File: src/rtl/a2bus_write_capture.sv
// Captures qualifying A2 bus cycles into a first-word-fall-through FIFO, with a sticky
// overflow flag and a saturating count of events dropped while the FIFO was full.
module a2bus_write_capture #(
  parameter int unsigned DEPTH         = 8,
  parameter logic [15:0] ADDR_BASE     = 16'hC080,
  parameter logic [15:0] ADDR_MASK     = 16'hFFF0,
  parameter bit          CAPTURE_READS = 1'b0,
  localparam int unsigned AW           = $clog2(DEPTH),
  localparam int unsigned CW           = AW + 1
) (
  input  logic          clk_logic,
  input  logic          device_reset,
  input  logic          enable_i,
  input  logic [15:0]   addr_i,
  input  logic [7:0]    data_i,
  input  logic          rw_n_i,
  input  logic          data_in_strobe_i,
  output logic          ev_valid_o,
  input  logic          ev_ready_i,
  output logic [15:0]   ev_addr_o,
  output logic [7:0]    ev_data_o,
  output logic          ev_rw_n_o,
  output logic [CW-1:0] count_o,
  output logic          overflow_o,
  output logic [7:0]    drop_count_o,
  input  logic          clear_overflow_i
);

  logic [24:0]   r_mem [DEPTH];
  logic [AW-1:0] r_wptr;
  logic [AW-1:0] r_rptr;
  logic [CW-1:0] r_count;
  logic          r_overflow;
  logic [7:0]    r_drop_count;

  logic w_match;
  logic w_qual;
  logic w_full;
  logic w_pop;
  logic w_push;
  logic w_drop;

  assign w_match = (addr_i & ADDR_MASK) == ADDR_BASE;
  assign w_qual  = data_in_strobe_i && enable_i && w_match && (!rw_n_i || CAPTURE_READS);
  assign w_full  = r_count == CW'(DEPTH);
  assign w_pop   = (r_count != '0) && ev_ready_i;
  // A pop in the same cycle frees the slot, so a full FIFO can still accept the push.
  assign w_push  = w_qual && (!w_full || w_pop);
  assign w_drop  = w_qual && w_full && !w_pop;

  // Storage is not reset; the pointers and count alone define what is valid.
  always_ff @(posedge clk_logic) begin
    if (w_push) begin
      r_mem[r_wptr] <= {addr_i, data_i, rw_n_i};
    end
  end

  always_ff @(posedge clk_logic or posedge device_reset) begin
    if (device_reset) begin
      r_wptr  <= '0;
      r_rptr  <= '0;
      r_count <= '0;
    end else begin
      if (w_push) begin
        r_wptr <= r_wptr + 1'b1;
      end
      if (w_pop) begin
        r_rptr <= r_rptr + 1'b1;
      end
      unique case ({w_push, w_pop})
        2'b10:   r_count <= r_count + 1'b1;
        2'b01:   r_count <= r_count - 1'b1;
        default: r_count <= r_count;
      endcase
    end
  end

  always_ff @(posedge clk_logic or posedge device_reset) begin
    if (device_reset) begin
      r_overflow   <= 1'b0;
      r_drop_count <= '0;
    end else if (clear_overflow_i) begin
      // A drop coinciding with the clear is the first event of the new window.
      r_overflow   <= w_drop;
      r_drop_count <= w_drop ? 8'd1 : 8'd0;
    end else if (w_drop) begin
      r_overflow   <= 1'b1;
      if (r_drop_count != 8'hFF) begin
        r_drop_count <= r_drop_count + 8'd1;
      end
    end
  end

  assign ev_valid_o   = r_count != '0;
  assign ev_addr_o    = r_mem[r_rptr][24:9];
  assign ev_data_o    = r_mem[r_rptr][8:1];
  assign ev_rw_n_o    = r_mem[r_rptr][0];
  assign count_o      = r_count;
  assign overflow_o   = r_overflow;
  assign drop_count_o = r_drop_count;

endmodule

File: config.mk
export PLATFORM = sky130hd
export DESIGN_NAME = a2bus_write_capture
export DESIGN_NICKNAME = d
export VERILOG_FILES = /design/src/rtl/a2bus_write_capture.sv
export SDC_FILE = /design/constraint.sdc
export NUM_CORES = 1
export LEC_CHECK = 0
export BUFFER_PORTS_ARGS = -buffer_cell sky130_fd_sc_hd__buf_2
export CAP_MARGIN = 20
export CORE_MARGIN = 2
export CORE_UTILIZATION = 62
export CTS_BUF_LIST = sky130_fd_sc_hd__clkbuf_8
export DETAILED_ROUTE_END_ITERATION = 16
export GPL_ROUTABILITY_DRIVEN = 0
export PLACE_DENSITY = 0.83
export SLEW_MARGIN = 10
export SYNTH_ARGS = -nofsm -noshare
export SYNTH_HDL_FRONTEND = slang
export SYNTH_SLANG_ARGS = --single-unit
export TNS_END_PERCENT = 10
File: constraint.sdc
create_clock -name clk_logic -period 4.5 [get_ports clk_logic]
set_clock_uncertainty 0.05 [all_clocks]
set_input_delay 0.225 -clock clk_logic [delete_from_list [all_inputs] [get_ports clk_logic]]
set_output_delay 0.225 -clock clk_logic [all_outputs]
set_load 0.1 [all_outputs]
### Word-level counts from Yosys, hierarchy flattened

Memory sizes are Yosys's and may differ from the RTL's.
Index checks and enable logic that the tools add are counted.

| storage, ports and cells | value |
|---|---|
| register bits | 19 |
| bits in latches | 0 |
| memory bits (writable) | 200 |
| bits in read-only memories | 0 |
| bits of input ports | 31 |
| output and inout bits | 39 |
| logic and storage cells | 41 |
| memories | 1 |

| operators by class | value |
|---|---|
| add/sub/neg operators | 5 |
| multipliers | 0 |
| divide/modulo/power cells | 0 |
| order comparisons | 0 |
| eq/ne operators | 5 |
| shifts and indexed selects | 0 |
| multiplexer cells | 9 |
| bitwise gates (word level) | 0 |
| reduce and logical (&&, ||, !) cells | 16 |

Memory list:

| memory | depth | bits a word | read ports | clocked after Yosys merged registers in | wr ports | line | RTL |
|---|---|---|---|---|---|---|---|
| r_mem | 8 | 25 | 1 | 0 | 1 | 29 | `logic [24:0] r_mem [DEPTH];` |

Operators with widths:

| cell | count |
|---|---|
| 8-bit two-way mux | 3 |
| 12-bit == test, second input constant | 1 |
| 8-bit by 1-bit adder with 8-bit output, second input constant | 1 |
| 8-bit inequality test, second input constant | 1 |
| 4-bit one-hot mux with 2 select lines | 1 |
| 1-bit logical AND | 7 |
| 3-bit by 1-bit adder with 3-bit output, second input constant | 2 |
| 2-bit nonzero test | 3 |
| 1-bit two-way mux | 5 |
| 4-bit by 1-bit adder with 4-bit output, second input constant | 1 |
| 4-bit == test, second input constant | 1 |
| 4-bit nonzero test | 1 |
| 4-bit by 1-bit subtractor with 4-bit output, second input constant | 1 |
| 1-bit logical NOT | 3 |
| 2-bit by 1-bit == test with 1-bit output, second input constant | 1 |
| 2-bit == test, second input constant | 1 |
| 2-bit AND reduction | 1 |
| 1-bit logical OR | 1 |

### Depth between registers and ports, before layout

Gate-level depths: netlist (run 1).

| depth | value |
|---|---|
| depth in word-level cells | 7 |
| depth in mapped cells | 11 |
| depth with buffers taken out | 10 |

### Worst setup path after synthesis (run 1)

No wires, ideal clock.

| path | value |
|---|---|
| path type | reg2reg |
| start | register r_count[1], in the netlist count_o[1] |
| end | memory r_mem[1][0] (enable) |
| library setup time | 0.479 ns |
| arrival | 4.218 ns |
| data required time | 3.971 ns |
| slack | -0.248 ns |
| stages on the path, launching flop included | 5 |
| path buffers | 0 |
| clock period less this slack | 4.748 ns |
| cell sequence | dfrtp_1 -> nor3_2 -> nand3_1 -> nand2_2 -> nor4b_1 |

| between the ends | value |
|---|---|
| longest elaborated chain between the ends | 6 |
| elaborated cells between the ends (all ways) | 8 |
| those cells by class | eq/ne: 1; mux: 2; reduce/logical: 5 |

Ends and longest elaborated chain:

| element | line | RTL |
|---|---|---|
| start, declared | 32 | `logic [CW-1:0] r_count;` |
| start signal, assigned | 71 | `2'b10: r_count <= r_count + 1'b1;` |
| start signal, assigned | 72 | `2'b01: r_count <= r_count - 1'b1;` |
| start signal, assigned | 73 | `default: r_count <= r_count;` |
| 4-bit == test or 4-bit nonzero test (tied branches) | 45, 46 |  |
| 1-bit logical NOT or 1-bit logical AND (tied branches) | 48, 46 |  |
| 1-bit logical OR (*) | 48 | `assign w_push = w_qual && (!w_full \|\| w_pop);` |
| 1-bit logical AND (*) | 48 |  |
| 1-bit two-way mux (*) | 53 | `if (w_push) begin` |
| 1-bit two-way mux (not written as such) (*) | 54 | `r_mem[r_wptr] <= {addr_i, data_i, rw_n_i};` |
| end, declared | 29 |  |

Every way passes the cells marked *; elsewhere a longest branch is shown, timed or not.

### Final worst setup path (run 1)

| path | value |
|---|---|
| start | register r_rptr[1] |
| end | output port ev_addr_o[1] |

| between the ends | value |
|---|---|
| longest elaborated chain between the ends | 1 |

Ends and longest elaborated chain:

| element | line | RTL |
|---|---|---|
| start, declared | 31 | `logic [AW-1:0] r_rptr;` |
| start signal, assigned | 68 | `r_rptr <= r_rptr + 1'b1;` |
| memory 8 x 25 bit | n/a |  |
| end, declared | 20 | `output logic [15:0] ev_addr_o,` |

Every way passes these cells.

==> metrics, run 1 <==
result of the run finished clean; critical path class reg2out; share of the yosys chip area belonging to registers roughly three quarters; actual transition at the worst max-transition pin between 0.7 and 0.8 ns; RSZ-0062 raised after global routing false; latest clock arrival within the worst-skew pair roughly 0.49 ns; number of failing setup endpoints in the final timing report 0; post-layout net count 568; worst r2r dst count_o[2]$_DFFE_PP0P_; number of optimization iterations in the first detailed-route pass 4; Synth area leaders sky130_fd_sc_hd__edfxtp_1, sky130_fd_sc_hd__mux4_2, sky130_fd_sc_hd__dfrtp_1, sky130_fd_sc_hd__mux2_2, sky130_fd_sc_hd__ha_1; cell with the largest stage delay on the worst path sky130_fd_sc_hd__dfrtp_2; Worst Setup End Kind primary output; Antenna Diode Count 0; Detail Route Antenna Nets 0; library cell occupying the most area in the post-synthesis netlist sky130_fd_sc_hd__edfxtp_1; final routed wire length divided by cell count 22.6 um; overall die area between 0.01 and 0.015 sq mm; H-tree levels 2; total of cells resized after clock tree synthesis 0; data arrival time at the worst-slack endpoint ~2.8 ns; total length of routed wires between 15 and 20 mm; utilization after layout about three quarters; CP Max Fanout 32; global-route wire length before repair 25.5 mm; dpl cell area 0.00931 sq mm; fin crit share between 60% and 70%; pwr/cell area 646 mW/mm^2; cts hold-fix bufs 23; Critical Path Source Type flop; headroom to the max-slew limit between 40% and 50%; largest net degree at the start of global routing 53; post-synthesis adder-cell area fraction 0.864%; port buffer count 69; max-slew violation count 0; area share of and/or/nand/nor cells after synthesis roughly 4.3%; die height approximately 120 um; Yosys reg bits between 200 and 250; required time at the endpoint of the critical path between 4 and 5 ns; total via count after detailed routing roughly 4400; total core area around 0.014 sq mm; power after layout 6560 uW; multiplexer area fraction after synthesis 16.6%; Reg2Reg Setup Slack 1.83 ns; worst supply voltage drop on vdd ~0.7 mV; total nets after synthesis 446; CTS tree yes; startpoint of the worst-slack reg-to-reg timing path count_o[1]$_DFFE_PP0P_; area added between synthesis and finish 16.8%; initial drt markers between 300 and 400; TritonCTS sink count between 200 and 250; Post-Syn Instances between 400 and 500; total stage count of the critical path 4; XOR/XNOR Fraction of Synth Area less than 1%; slowest stage delay, CP slightly below 0.9 ns; layout cell share with drive strength beyond 1 about two fifths; Ys Warns 0; last element of the critical path ev_addr_o[1]; number of distinct standard cells referenced by the synthesized netlist 48; sum of buffers and inverters on the critical path 2; Clock transition at path regs 0.06 ns; count of standard-cell rows 43; post-detailed-placement half-perimeter wirelength around 9.6 mm; Critical Path Start r_rptr[1]$_DFFE_PP0P_; worst hold path depth 1; routed via count divided by cell count slightly above 6; Fin Setup TNS 0 ns; critical hold path startpoint addr_i[6]; prevailing post-synth register cell sky130_fd_sc_hd__edfxtp_1; main combinational cell family by area after synthesis multiplexers; postcts setup bufs 0; starting utilization of the core area 63.1%; depth of the worst register-to-register path 9; Netlist Area Pre-Place 0.00869 sq mm; cell family with most CP delay flip-flops; cell-by-cell listing of the critical path buf_4 > mux4_2 > mux2_2 > buf_2; Max-cap violations 0; FILL cells roughly 790; vias in the first global route 4595; Register Area ~0.0065 sq mm; final global-route overflow total 0; width of the die ~120 um; worst min path class in2reg; proportion of register bits with asynchronous set or reset after synthesis approximately 8.7%; number of buffers added by the clock tree synthesis step 34; count of flip-flops with a built-in enable after synthesis 200; mean instance size in the synthesized netlist between 20 and 25 sq um; CTS root buffer sky130_fd_sc_hd__clkbuf_8; maximum clock insertion buffer count 3; area fraction in compound gates after synthesis under 10%; initial antenna violation count 0; total global routing track utilization between 20% and 30%; post-detailed-route DRC marker count 0; I/O Pins 70; design area approximately 0.01 sq mm; final worst path period need slightly above 3 ns; Leakage Power ~0.0035 uW; area used by multi-input combinational logic around 0.0022 sq mm; Fin. Hold Viols 0; maximum operating frequency about 320 MHz; top cell type's share of synthesized area just under 70%
-- how the worst min path moves through the flow --
stage | slack, ns | end
floorplan | 0.13 | count_o[0]$_DFFE_PP0P_
global placement | 0.34 | r_rptr[2]$_DFFE_PP0P_
detailed placement | 0.34 | r_rptr[2]$_DFFE_PP0P_
CTS | 0.003 | r_mem[5][22]$_DFFE_PP_
global route | 0.01 | r_mem[0][15]$_DFFE_PP_
finish | 0.02 | r_mem[0][15]$_DFFE_PP_
-- cell families (layout without fill, tap and decap cells) --
family                     after synthesis  in the layout
and+or+nand+nor                         55             55
adders and majority gates                6              6
buffers and inverters                   23            166
DFF                                    219            219
xor gates and xnor gates                 9              9
AOI/OAI and AO/OA                       19             19
muxes                                   78             78
-- sequential cells by signal, indices dropped and copies added (netlist names) --
signal	count
r_mem	200
r_rptr	3
r_wptr	3
count_o	4
overflow_o	1
drop_count_o	8
-- where the power goes --
part           total, uW  switching, uW  leakage, uW  internal, uW
Clock               1430            689     0.000345           736
Combinational       2730           1940      0.00113           786
Sequential          2410            150      0.00204          2260
-- through the flow --
| step | setup slack [ns] | instances | hold WS, ns |
|---|---|---|---|
| 6_report | 1.42 | 732 | 0.0235 |
| 5_1_grt | 1.34 | 732 | 0.0124 |
| 4_1_cts | 1.30 | 731 | 0.00269 |
| 3_5_place_dp | 1.66 | 651 | 0.336 |
| 3_3_place_gp | 1.78 | 651 | 0.340 |
| 2_1_floorplan | 0.0137 | 409 | 0.126 |
-- cell usage in the layout, fill, tap and decap left out, types with 5 or more instances in the layout --
cell,synthesis,final
sky130_fd_sc_hd__edfxtp_1,200,200
sky130_fd_sc_hd__buf_2,5,69
sky130_fd_sc_hd__mux4_2,50,50
sky130_fd_sc_hd__clkbuf_8,0,36
sky130_fd_sc_hd__mux2_2,27,27
sky130_fd_sc_hd__dlygate4sd3_1,0,23
sky130_fd_sc_hd__dfrtp_1,19,17
sky130_fd_sc_hd__inv_1,4,16
sky130_fd_sc_hd__buf_4,1,12
sky130_fd_sc_hd__nand3_1,9,9
sky130_fd_sc_hd__nor2_1,8,6
sky130_fd_sc_hd__ha_1,6,6
sky130_fd_sc_hd__xor2_1,5,5
-- layout make-up --
class | instances | area share [%]
Clock buffer | 36 | 4.88
Clock inverter | 21 | 0.863
Inverter | 4 | 0.148
Multi-Input combinational cell | 167 | 21.2
Sequential cell | 219 | 63.9
Tap cell | 180 | 2.22
Timing Repair Buffer | 105 | 6.83
-- synth_stat cells, types with 5 or more instances --
library cell and n:
sky130_fd_sc_hd__nor2_1 8, sky130_fd_sc_hd__mux2_2 27, sky130_fd_sc_hd__clkbuf_1 10, sky130_fd_sc_hd__nor3_1 6, sky130_fd_sc_hd__buf_2 5, sky130_fd_sc_hd__edfxtp_1 200
sky130_fd_sc_hd__mux4_2 50, sky130_fd_sc_hd__ha_1 6, sky130_fd_sc_hd__xor2_1 5, sky130_fd_sc_hd__nand3_1 9, sky130_fd_sc_hd__dfrtp_1 19
-- per-layer routing --
metal	part of all wire [%]	global-route usage, %	routed length (um)
met1	39	30.6	6470
met2	53	39.2	8800
met3	5.6	4.69	920
met4	1.9	8.76	318
met5	0	0	0
(Power assumes the default switching activity.)
==> run 2: changes to the inputs <==
==> constraint.sdc (replaced) <==
create_clock -name clk_logic -period 3 [get_ports clk_logic]
set_clock_uncertainty 0.05 [all_clocks]
set_input_delay 0.15 -clock clk_logic [delete_from_list [all_inputs] [get_ports clk_logic]]
set_output_delay 0.15 -clock clk_logic [all_outputs]
set_load 0.1 [all_outputs]
==> run 2 against run 1 <==
  * Sequential share of layout area decreased by 1.6 points
  * Via count rose by 2.1%
  * Die area stayed put
  * Critical path type unchanged
  * Critical path depth did not move
  * Core utilization increased by 1.9 points
  * Register-to-register slack got worse by 1.5 ns
  * Sequential cell count stayed put
  * First-iteration DRC count grew 55%
  * Clock-buffer cell count is 2 higher
==> metrics, run 2 (same netlist as run 1, synthesis figures left out) <==
actual transition at the worst max-transition pin 0.736 ns; Leakage Power about 0.0036 uW; post-detailed-placement half-perimeter wirelength 10.2 mm; final global-route overflow total 0; die height roughly 120 um; Max-cap violations 0; maximum operating frequency around 370 MHz; worst hold path depth 3; worst min path class in2reg; CTS tree yes; global-route wire length before repair approximately 26 mm; initial antenna violation count 0; Placed Cells about 660; Fin Setup TNS 0 ns; Worst Setup End Kind primary output; fin crit share between 90% and 100%; critical path class reg2out; layout cell share with drive strength beyond 1 between 40% and 50%; total core area 0.0138 sq mm; Detail Route Antenna Nets 0; number of failing setup endpoints in the final timing report 0; Fin. Hold Viols 0; maximum clock insertion buffer count 3; depth of the worst register-to-register path 9; CTS root buffer sky130_fd_sc_hd__clkbuf_8; CP Max Fanout 14; starting utilization of the core area between 60% and 70%; total via count after detailed routing 4539; TritonCTS sink count between 200 and 250; overall die area around 0.015 sq mm; number of buffers added by the clock tree synthesis step 35; hold endpoint r_rptr[0]$_DFFE_PP0P_; latest clock arrival within the worst-skew pair 0.49 ns; routed via count divided by cell count roughly 6.0; Antenna Diode Count 0; post-layout net count 584; total of cells resized after clock tree synthesis 0; pwr/cell area ~1000 mW/mm^2; total global routing track utilization 23.8%; final worst path period need 2.74 ns; Clock transition at path regs 0.06 ns; port buffer count 69; H-tree levels 2; area added between synthesis and finish 19.8%; FILL cells 729; max-slew violation count 0; worst supply voltage drop on vdd between 0.8 and 0.9 mV; Critical Path Source Type flop; result of the run finished clean; RSZ-0062 raised after global routing false; required time at the endpoint of the critical path approximately 2.8 ns; vias in the first global route 4807; total length of routed wires between 15 and 20 mm; commonest cells after routing, fill and taps aside sky130_fd_sc_hd__edfxtp_1, sky130_fd_sc_hd__buf_2, sky130_fd_sc_hd__mux4_2; largest net degree at the start of global routing 33; count of placed standard cells in the final layout, fillers left out 751; number of optimization iterations in the first detailed-route pass 4; Reg2Reg Setup Slack about 0.32 ns; initial drt markers between 400 and 500; most frequent standard cell in the layout excluding fill and tap cells sky130_fd_sc_hd__edfxtp_1; final routed wire length divided by cell count around 23 um; width of the die approximately 120 um; I/O Pins 70; count of standard-cell rows 43; number of flip-flops under the largest register name 200; headroom to the max-slew limit 50.9%; startpoint of the worst-slack reg-to-reg timing path count_o[1]$_DFFE_PP0P_; post-detailed-route DRC marker count 0; critical hold path startpoint ev_ready_i; data arrival time at the worst-slack endpoint roughly 2.5 ns; largest reg by FF count r_mem; worst r2r dst count_o[2]$_DFFE_PP0P_
-- run 2: area by class of cell --
cell class	instances	area (sq um)	area share [%]
sequential	219	6490	62.3
multi-input combinational	167	2180	21.0
timing repair buffer	120	853	8.20
clock buffer	38	523	5.02
tap	180	225	2.16
clock inverter	23	125	1.20
inverter	4	15.0	0.144
-- run 2: worst max path at each step --
stage | from | endpoint | slack (ns) | cells after the start
floorplan | count_o[1]$_DFFE_PP0P_ | r_mem[0][0]$_DFFE_PP_ | -0.47 | 4
global placement | count_o[1]$_DFFE_PP0P_ | count_o[2]$_DFFE_PP0P_ | 0.47 | 9
detailed placement | count_o[1]$_DFFE_PP0P_ | count_o[2]$_DFFE_PP0P_ | 0.37 | 9
CTS | r_rptr[0]$_DFFE_PP0P_ | ev_rw_n_o | 0.04 | 4
global route | addr_i[4] | count_o[2]$_DFFE_PP0P_ | 0.13 | 12
finish | r_rptr[0]$_DFFE_PP0P_ | ev_addr_o[5] | 0.26 | 4
-- run 2: report_power, final --
part / switching (uW) / total, uW / leakage [uW] / internal [uW]
sequential: 167 / 3550 / 0.00204 / 3390
clock: 1080 / 2330 / 0.000383 / 1250
combinational: 3000 / 4250 / 0.00121 / 1250
-- run 2: critical path, stage by stage, from the launching register on --
cell and delay (ns):
sky130_fd_sc_hd__dfrtp_4 0.65, sky130_fd_sc_hd__buf_4 0.29, sky130_fd_sc_hd__mux4_2 0.53, sky130_fd_sc_hd__mux2_2 0.28, sky130_fd_sc_hd__buf_2 0.29
-- run 2: what timing repair did --
| item | CTS | global route |
|---|---|---|
| endpoints found under the hold margin | 227 | 0 |
| buffers inserted | 0 | 1 |
| hold buffers | 27 | 0 |
| endpoints found under the setup margin | 0 | 5 |
-- run 2: layer usage --
layer  global-route usage, %  up-vias  share of wire, %
li1                        -     1990                 -
met1                    32.1     2327                40
met2                    40.2      194                53
met3                    4.83       28               5.8
met4                    6.90        0               1.4
met5                       0        -                 0
-- run 2: per-stage QoR --
step	instance area (sq um)	util, %	total power (uW)	hold WS, ns	setup slack (ns)
after global placement	9470	68.7	7740	0.246	0.470
final	10400	75.6	10100	0.0647	0.262
after global routing	10400	75.6	10500	0.0821	0.126
after floorplan	8730	-	7140	0.0511	-0.468
after detailed placement	9470	68.7	7790	0.260	0.370
after CTS	10400	75.4	10100	0.0477	0.0445
==> run 3: changes to the inputs <==
--- a/config.mk
+++ b/config.mk
@@ -5,14 +5,15 @@
 export SDC_FILE = /design/constraint.sdc
 export NUM_CORES = 1
 export LEC_CHECK = 0
-export BUFFER_PORTS_ARGS = -buffer_cell sky130_fd_sc_hd__buf_2
 export CAP_MARGIN = 20
+export CORE_ASPECT_RATIO = 1.5
 export CORE_MARGIN = 2
-export CORE_UTILIZATION = 62
+export CORE_UTILIZATION = 65
 export CTS_BUF_LIST = sky130_fd_sc_hd__clkbuf_8
 export DETAILED_ROUTE_END_ITERATION = 16
+export DONT_BUFFER_PORTS = 1
 export GPL_ROUTABILITY_DRIVEN = 0
-export PLACE_DENSITY = 0.83
+export PLACE_DENSITY = 0.82
 export SLEW_MARGIN = 10
 export SYNTH_ARGS = -nofsm -noshare
 export SYNTH_HDL_FRONTEND = slang
==> run 3 against run 2 <==
  * Critical path depth decreased by 1
  * Fmax decreased by 5.0%
  * Non-clock buffer count decreased by 59
  * Via count decreased by 5.0%
  * Global-route usage decreased by 0.11 points
  * Cell area decreased by 4.2%
  * Worst setup slack got worse by 0.14 ns
  * Core utilization increased by 1.0 points
  * Register-to-register slack improved by 0.05 ns
  * Die area decreased by 4.3%
  * Highest routed layer unchanged
==> metrics, run 3 (same netlist as run 1, synthesis figures left out) <==
result of the run finished clean; post-placement worst setup slack around 0.40 ns; cell family with most CP delay multiplexers; post-detailed-placement half-perimeter wirelength around 9.5 mm; Antenna Diode Count 0; starting utilization of the core area roughly 67%; sum of buffers and inverters on the critical path 1; vias in the first global route about 4700; H-tree levels 1; Critical Path Source Type flop; CTS tree yes; fin crit share a little over nine tenths; I/O Pins 70; width of the die just under 100 um; Clock power frac between 20% and 30%; power after layout about 9500 uW; total length of routed wires around 16 mm; Fin. Hold Viols 0; Worst Setup End Kind primary output; largest reg by FF count r_mem; area added between synthesis and finish 14.8%; final routed wire length divided by cell count 24.4 um; number of buffers added by the clock tree synthesis step 29; port buffer count 0; power spent charging and discharging nets 4080 uW; maximum clock insertion buffer count 3; latest clock arrival within the worst-skew pair ~0.54 ns; number of failing setup endpoints in the final timing report 0; design area 0.00997 sq mm; post-layout net count around 520; Clock transition at path regs ~0.07 ns; post-detailed-route DRC marker count 0; Detail Route Antenna Nets 0; power share of the sequential group about 38%; commonest cells after routing, fill and taps aside sky130_fd_sc_hd__edfxtp_1, sky130_fd_sc_hd__mux4_2, sky130_fd_sc_hd__dlygate4sd3_1; total via count after detailed routing 4313; slowest stage delay, CP between 0.7 and 0.8 ns; max-slew violation count 0; Comb power frac approximately 42%; worst supply voltage drop on vdd around 0.8 mV; most frequent standard cell in the layout excluding fill and tap cells sky130_fd_sc_hd__edfxtp_1; CP Max Fanout 25; count of standard-cell rows about 50; sw frac 42.9%; overall die area approximately 0.014 sq mm; total core area roughly 0.013 sq mm; headroom to the max-slew limit between 30% and 40%; worst min path class in2reg; actual transition at the worst max-transition pin roughly 0.91 ns; required time at the endpoint of the critical path 2.80 ns; data arrival time at the worst-slack endpoint about 2.7 ns; critical path class reg2out; layout cell share with drive strength beyond 1 between 30% and 40%; maximum operating frequency 347 MHz; number of optimization iterations in the first detailed-route pass 5; initial drt markers slightly above 400; CTS root buffer sky130_fd_sc_hd__clkbuf_8; Max-cap violations 0; TritonCTS sink count roughly 220; dpl cell area 0.00914 sq mm; routed via count divided by cell count ~6.5; worst slack on hold paths between 0.08 and 0.09 ns; initial antenna violation count 0; pwr/cell area between 900 and 1000 mW/mm^2; Leakage Power 0.00331 uW; final global-route overflow total 0; global-route wire length before repair 25.7 mm; RSZ-0062 raised after global routing false; least setup slack across all paths after layout 0.119 ns; total global routing track utilization a little under a quarter; cell-by-cell listing of the critical path buf_4 > mux4_2 > mux2_2; largest net degree at the start of global routing 31; final worst path period need just under 3 ns; cell with the largest stage delay on the worst path sky130_fd_sc_hd__dfrtp_4; number of flip-flops under the largest register name 200; die height about 150 um; cell internal pwr between 5000 and 6000 uW
run 3: cell count changes in the layout (fill, tap and decap cells not counted), sizes merged:
cell and delta:
inv -6, clkbuf -9, buf -64, clkinv +7, dlygate4sd3 +5, clkinvlp -1
run 3: power groups by stage:
stage | clock network (uW) | registers, uW | logic [uW]
3_5_place_dp | 0 | 3660 | 3910
2_1_floorplan | 0 | 3700 | 3440
5_1_grt | 2130 | 3600 | 4080
6_report | 1980 | 3580 | 3950
4_1_cts | 2010 | 3590 | 3990
3_3_place_gp | 0 | 3650 | 3880
run 3: routing by layer:
metal	track usage (%)	wire length (um)	vias up
met5	0	0	-
met4	8.22	497	0
met3	3.84	1020	43
met2	41.5	8710	196
met1	30.5	5950	2214
li1	-	-	1860
run 3: cell type report:
type                       count  area, sq um
clock buffer                  29          399
sequential                   219         6490
clock inverter                23          115
timing repair buffer          61          576
fill                         686         3040
inverter                       4         15.0
tap                          159          199
multi-input combinational    167         2180
run 3: per-stage QoR:
step                std cells  utilization, %  setup TNS, ns
floorplan                 409               -         -28.09
global placement          578            70.2              0
detailed placement        578            70.2              0
CTS                       663            76.7              0
global route              662            76.6              0
finish                    662            76.6              0
run 3: tightest hold or removal path, stage by stage:
cell and delay [ns]:
sky130_fd_sc_hd__inv_1 0.04, sky130_fd_sc_hd__and3_1 0.24, sky130_fd_sc_hd__nand3_1 0.12, sky130_fd_sc_hd__o31ai_1 0.08
run 3: path summary, 6_finish.rpt:
path,startpoint,endpoint,slack [ns],cells after the start
min reg2reg,r_wptr[0]$_DFFE_PP0P_,r_wptr[0]$_DFFE_PP0P_,0.67,1
min,ev_ready_i,drop_count_o[4]$_DFFE_PP0P_,0.08,4
max reg2reg,count_o[3]$_DFFE_PP0P_,count_o[2]$_DFFE_PP0P_,0.37,10
max,r_rptr[0]$_DFFE_PP0P_,ev_rw_n_o,0.12,3
max in group asynchronous,device_reset,r_rptr[0]$_DFFE_PP0P_,2.19,2
min in group asynchronous,device_reset,count_o[1]$_DFFE_PP0P_,0.14,2
run 3: timing repair:
action / 4_1_cts / 5_1_grt
setup buffers: 0 / 0
hold endpoints to repair: 231 / 0
hold buffers: 33 / 0
gates resized for setup: 0 / 1
setup endpoints to repair: 0 / 2
